**config.mk**
```make
export PLATFORM = sky130hd
export DESIGN_NAME = regfile_port_arbiter
export DESIGN_NICKNAME = d
export VERILOG_FILES = /design/src/rtl/regfile_port_arbiter.sv
export SDC_FILE = /design/constraint.sdc
export NUM_CORES = 1
export LEC_CHECK = 0
export ABC_AREA = 1
export BUFFER_PORTS_ARGS = -buffer_cell sky130_fd_sc_hd__buf_2
export CORE_AREA = 2 2 46 48
export DETAILED_ROUTE_END_ITERATION = 16
export DIE_AREA = 0 0 48 50
export GPL_TIMING_DRIVEN = 0
export PLACE_DENSITY = 0.8
export SLEW_MARGIN = 30
export SYNTH_ARGS = -nofsm -noshare
export SYNTH_HDL_FRONTEND = slang
export SYNTH_SLANG_ARGS = --single-unit
```
**constraint.sdc**
```tcl
create_clock -name clk -period 2.1 [get_ports clk]
set_input_delay 0.21 -clock clk [delete_from_list [all_inputs] [get_ports clk]]
set_output_delay 0.21 -clock clk [all_outputs]
set_load 0.005 [all_outputs]
```
**src/rtl/regfile_port_arbiter.sv**
```systemverilog
`timescale 1ns/1ps
`default_nettype none
// ============================================================================
// regfile_port_arbiter : two-requester round-robin arbiter and sequencer
// for the 16x4 register file (read port 1 + write port).
// Optional macro RFARB_LOCK_EN enables the requester-1 burst lock.
// Revision: 1.0
// ============================================================================
module regfile_port_arbiter #(
    parameter logic [3:0] EXEC_CODE  = 4'b1110,
    parameter logic [3:0] IDLE_CODE  = 4'b0000,
    parameter logic       PRIO_RESET = 1'b0
) (
    input  logic       clk,
    input  logic       rst,
    input  logic       req0,
    input  logic       req1,
    input  logic       we0,
    input  logic       we1,
    input  logic [3:0] addr0,
    input  logic [3:0] addr1,
    input  logic [3:0] wdata0,
    input  logic [3:0] wdata1,
    output logic       gnt0,
    output logic       gnt1,
    output logic       done0,
    output logic       done1,
    output logic [3:0] rdata,
    output logic       err,
    input  logic       lock1,
    output logic [3:0] rf_rd1,
    output logic [3:0] rf_wr,
    output logic [3:0] rf_wdata,
    output logic       rf_reg_write,
    output logic [3:0] rf_pst,
    input  logic [3:0] rf_rdata
);

    typedef enum logic [1:0] {
        S_IDLE  = 2'd0,
        S_ISSUE = 2'd1,
        S_RESP  = 2'd2
    } state_t;

    state_t     state_q, state_d;
    logic       rr_q, rr_d;
    logic       sel_q, sel_d;
    logic       we_q, we_d;
    logic [3:0] addr_q, addr_d;
    logic [3:0] wdata_q, wdata_d;
    logic       locked;
    logic       elig0, elig1, win;
    logic       wr_commit;

`ifdef RFARB_LOCK_EN
    logic lock_q, lock_d;

    assign locked = lock_q & lock1;

    // Lock arms on a requester-1 grant and releases in the first idle without lock1.
    always_comb begin
        lock_d = lock_q;
        if (state_q == S_IDLE && !lock1) begin
            lock_d = 1'b0;
        end else if (state_q == S_ISSUE && sel_q && lock1) begin
            lock_d = 1'b1;
        end
    end

    always_ff @(posedge clk or posedge rst) begin
        if (rst) begin
            lock_q <= 1'b0;
        end else begin
            lock_q <= lock_d;
        end
    end
`else
    logic lock1_unused;

    assign locked       = 1'b0;
    assign lock1_unused = lock1;
`endif

    assign elig0 = req0 & ~locked;
    assign elig1 = req1;
    // win = 1 selects requester 1; the rr pointer only breaks ties.
    assign win   = elig1 & (~elig0 | rr_q);

    always_comb begin
        state_d = state_q;
        rr_d    = rr_q;
        sel_d   = sel_q;
        we_d    = we_q;
        addr_d  = addr_q;
        wdata_d = wdata_q;
        case (state_q)
            S_IDLE: begin
                if (elig0 | elig1) begin
                    state_d = S_ISSUE;
                    sel_d   = win;
                    we_d    = win ? we1    : we0;
                    addr_d  = win ? addr1  : addr0;
                    wdata_d = win ? wdata1 : wdata0;
                    if (!locked) begin
                        rr_d = ~win;
                    end
                end
            end
            S_ISSUE: state_d = S_RESP;
            S_RESP:  state_d = S_IDLE;
            default: state_d = S_IDLE;
        endcase
    end

    always_ff @(posedge clk or posedge rst) begin
        if (rst) begin
            state_q <= S_IDLE;
            rr_q    <= PRIO_RESET;
            sel_q   <= 1'b0;
            we_q    <= 1'b0;
            addr_q  <= 4'd0;
            wdata_q <= 4'd0;
        end else begin
            state_q <= state_d;
            rr_q    <= rr_d;
            sel_q   <= sel_d;
            we_q    <= we_d;
            addr_q  <= addr_d;
            wdata_q <= wdata_d;
        end
    end

    // Address 0 is hard-wired in the file, so writes to it are never committed.
    assign wr_commit    = (state_q == S_ISSUE) & we_q & (addr_q != 4'd0);

    assign gnt0         = (state_q == S_ISSUE) & ~sel_q;
    assign gnt1         = (state_q == S_ISSUE) &  sel_q;
    assign done0        = (state_q == S_RESP)  & ~sel_q;
    assign done1        = (state_q == S_RESP)  &  sel_q;
    assign err          = (state_q == S_RESP)  & we_q & (addr_q == 4'd0);
    assign rdata        = ((state_q == S_RESP) && !we_q) ? rf_rdata : 4'd0;
    assign rf_rd1       = addr_q;
    assign rf_wr        = addr_q;
    assign rf_wdata     = wdata_q;
    assign rf_reg_write = wr_commit;
    assign rf_pst       = wr_commit ? EXEC_CODE : IDLE_CODE;

endmodule
`default_nettype wire

```
==> impl_metrics.csv <==
group,metric,value,unit
finish,drive_above_1_share,0.468,
clock_network,cts_resized,0,
clock_network,clk_latency,0.27,ns
global_route,grt_max_degree,14,
timing,fmax,0.611,GHz
clock_network,cts.sinks,13,
routing,finalWirelength,2.18,mm
timing,slew_violations,0,
power,ir_drop,0.000658,V
floorplan,initial_core_util,0.411,
routing,drt_iter0_drc,16,
timing,hold_viol,0,
flow_run,max-cap-violations,0,
clock_network,cts-htree-levels,1,
yosys,synth-seq-cells,13,
power,p_leak,0.645,nW
floorplan,die_h,50,um
worst_setup_path,reg2reg_to,"rf_rd1[0]",
yosys,syn_avg_cell_area,7.73,um^2
worst_setup_path,start_kind,"register",
worst_setup_path,crit_chain,"nor2_1 -> inv_1 -> nor2_1 -> buf_4 -> buf_2",
clock_network,cts_buffers,3,
min_path,whs_path_depth,3,
run_status,status,"completed",
worst_setup_path,endpoint_kind,"primary output",
floorplan,fp-row-count,16,
worst_setup_path,slowest_stage,"dfrtp_1",
finish,nNetsFinal,184,
worst_setup_path,crit_arrival,1.43,ns
yosys,synth_top_area_frac,0.417,
clock_network,cts_tree,"built",
routing,firstDrtPassIters,4,
finish,insertedDiodeCount,0,
global_route,grt_overflow,0,
yosys,synthCells,101,
yosys,synth_top_area_cell,"dfrtp_1",
clock_network,path_clk_slew,0.08,ns
min_path,min_to,"rf_wdata[0]",
floorplan,die-width,48,um
clock_network,post-cts-setup-buffers,0,
global_route,grt.total_usage,0.200,
floorplan,ioPinCount,53,
routing,vias,889,
timing,setup_viol,0,
yosys,yosysMostFrequentCell,"nand3_1",
timing,setup_ws,0.463,ns
floorplan,core_area,0.00190,mm^2
global_route,grt_first_pass_wirelength,3.51,mm
routing,vias_per_cell,4.86,
power,power_density,1290,mW/mm^2
worst_setup_path,cp.depth,5,
yosys,ys_types,16,
finish,area.growth.synth_to_final,41.0,%
timing,fin_crit,1.64,ns
worst_setup_path,setup.worst_path.start,"state_q[1]",
timing,skew,0.000327,ns
floorplan,die-area,0.00240,mm^2
timing,rsz0062_at_grt,"no",
worst_setup_path,critPathKind,"register to primary output",
global_route,grt_pass1_vias,855,
clock_network,root_buffer,"clkbuf_4",
min_path,hp-class,"input pin to register",
worst_setup_path,rr_worst_depth,5,
worst_setup_path,max_stage_delay,0.45,ns
finish,post-route-util,0.579,
worst_setup_path,crit_family,"flip-flops",
routing,antenna_left,0,
finish,instances_no_fill,183,
timing,tightest_slew,0.503,ns
min_path,hold_path.startpoint,"wdata0[0]",
placement,dp.cells,178,
timing,relSlewSlack,0.664,
worst_setup_path,crit_fanout,5,
yosys,synthArstFlopShare,1.00,
yosys,synthTopCellsByCount,"nand3_1 (19), nand2_1 (14), dfrtp_1 (13), nor2_1 (13), buf_4 (11)",
worst_setup_path,timing.rr.start,"state_q[1]",
timing,finalCritPeriodShare,0.780,
yosys,synth_nets,128,
placement,place_ws,0.745,ns
worst_setup_path,r2r_slack,0.82,ns
placement,gp_congestion,0.769,
yosys,yosysSeqAreaShare,0.417,
worst_setup_path,critPathMostFrequentCell,"nor2_1",
yosys,synth_edf_count,0,
worst_setup_path,cp.required,1.89,ns
worst_setup_path,worst-path-buf-inv,3,
global_route,antenna_found_initial,0,
timing,setup_tns,0,ns
placement,dp.final_hpwl,1.69,mm
placement,port_buffers,50,
yosys,yosys_warnings,0,
yosys,synth-main-ff-cell,"dfrtp_1",
routing,drcViolationCount,0,
routing,wl_per_cell,11.9,um
yosys,netlist_area,781,um^2
yosys,synth_area_leaders,"dfrtp_1 (42%), nand3_1 (12%), buf_4 (11%)",
clock_network,clockBufferDepth,2,
sequential cells by signal, summed over array words and instances (netlist names):
| signal | cells |
|---|---|
| rf_rd1 | 4 |
| rf_wdata | 4 |
| state_q | 2 |
| rr_q | 1 |
| sel_q | 1 |
| we_q | 1 |
power breakdown:
group / switching, mW / total, mW / internal, mW
clock: 0.0839 / 0.157 / 0.0736
combinational: 0.413 / 0.783 / 0.371
sequential: 0.104 / 0.477 / 0.373
total: 0.601 / 1.42 / 0.818
per-stage QoR:
step / hold WS [ns] / total power [mW] / cell area [um^2]
after global routing: 0.168 / 1.55 / 1100
after floorplan: 0.0870 / 0.962 / 781
after detailed placement: 0.263 / 1.26 / 1060
final: 0.169 / 1.42 / 1100
after CTS: 0.167 / 1.42 / 1100
after global placement: 0.251 / 1.23 / 1060
worst register-to-register path, stage by stage, from the launching register on:
cell and delay [ns]:
dfrtp_1 0.45, nor2_4 0.29, o21ai_2 0.12, buf_6 0.16, nand2_1 0.07, nand3_1 0.08
timing repair:
item                                    4_1_cts  5_1_grt
hold endpoints to repair                     13        0
hold buffers                                  1        0
endpoints found under the setup margin        0        0
how the worst max path moves through the flow:
stage           endpoint  slack, ns
3_5_place_dp   rf_pst[1]       0.74
2_1_floorplan  rf_pst[1]       0.90
5_1_grt        rf_pst[3]       0.34
6_report       rf_pst[1]       0.46
3_3_place_gp   rf_pst[3]       0.81
4_1_cts        rf_pst[1]       0.44
final cells by class:
cell class	instances	area, um^2
Fill cell	179	801
Sequential cell	13	325
Tap cell	27	33.8
Inverter	11	41.3
Buffer	12	93.8
Timing Repair Buffer	51	260
Clock buffer	4	26.3
Multi-Input combinational cell	65	320
per-layer routing:
layer  up-vias  wire length [um]  track usage
met5         -                 0            0
met4         0                52       0.0856
met3         8               165       0.0366
met2        53              1170        0.333
met1       394               797        0.238
li1        434                 -            -
logic make-up after synthesis:
group,after synthesis,share of synthesized area
and+or+nand+nor,61,0.377
buffers and inverters,23,0.173
DFF,13,0.417
AOI/OAI and AO/OA,3,0.0288
other,1,0.00480
placed cells by master (no fill, tap or decap), types with 2 or more instances in the layout:
master    instances
nand2_1          14
clkbuf_4          3
nand3_1          19
inv_1            10
buf_2            50
nand4_1           9
dfrtp_1          13
buf_4            11
o21ai_2           2
nor2_1           13
nand2_2           3
(Power assumes the default switching activity.)
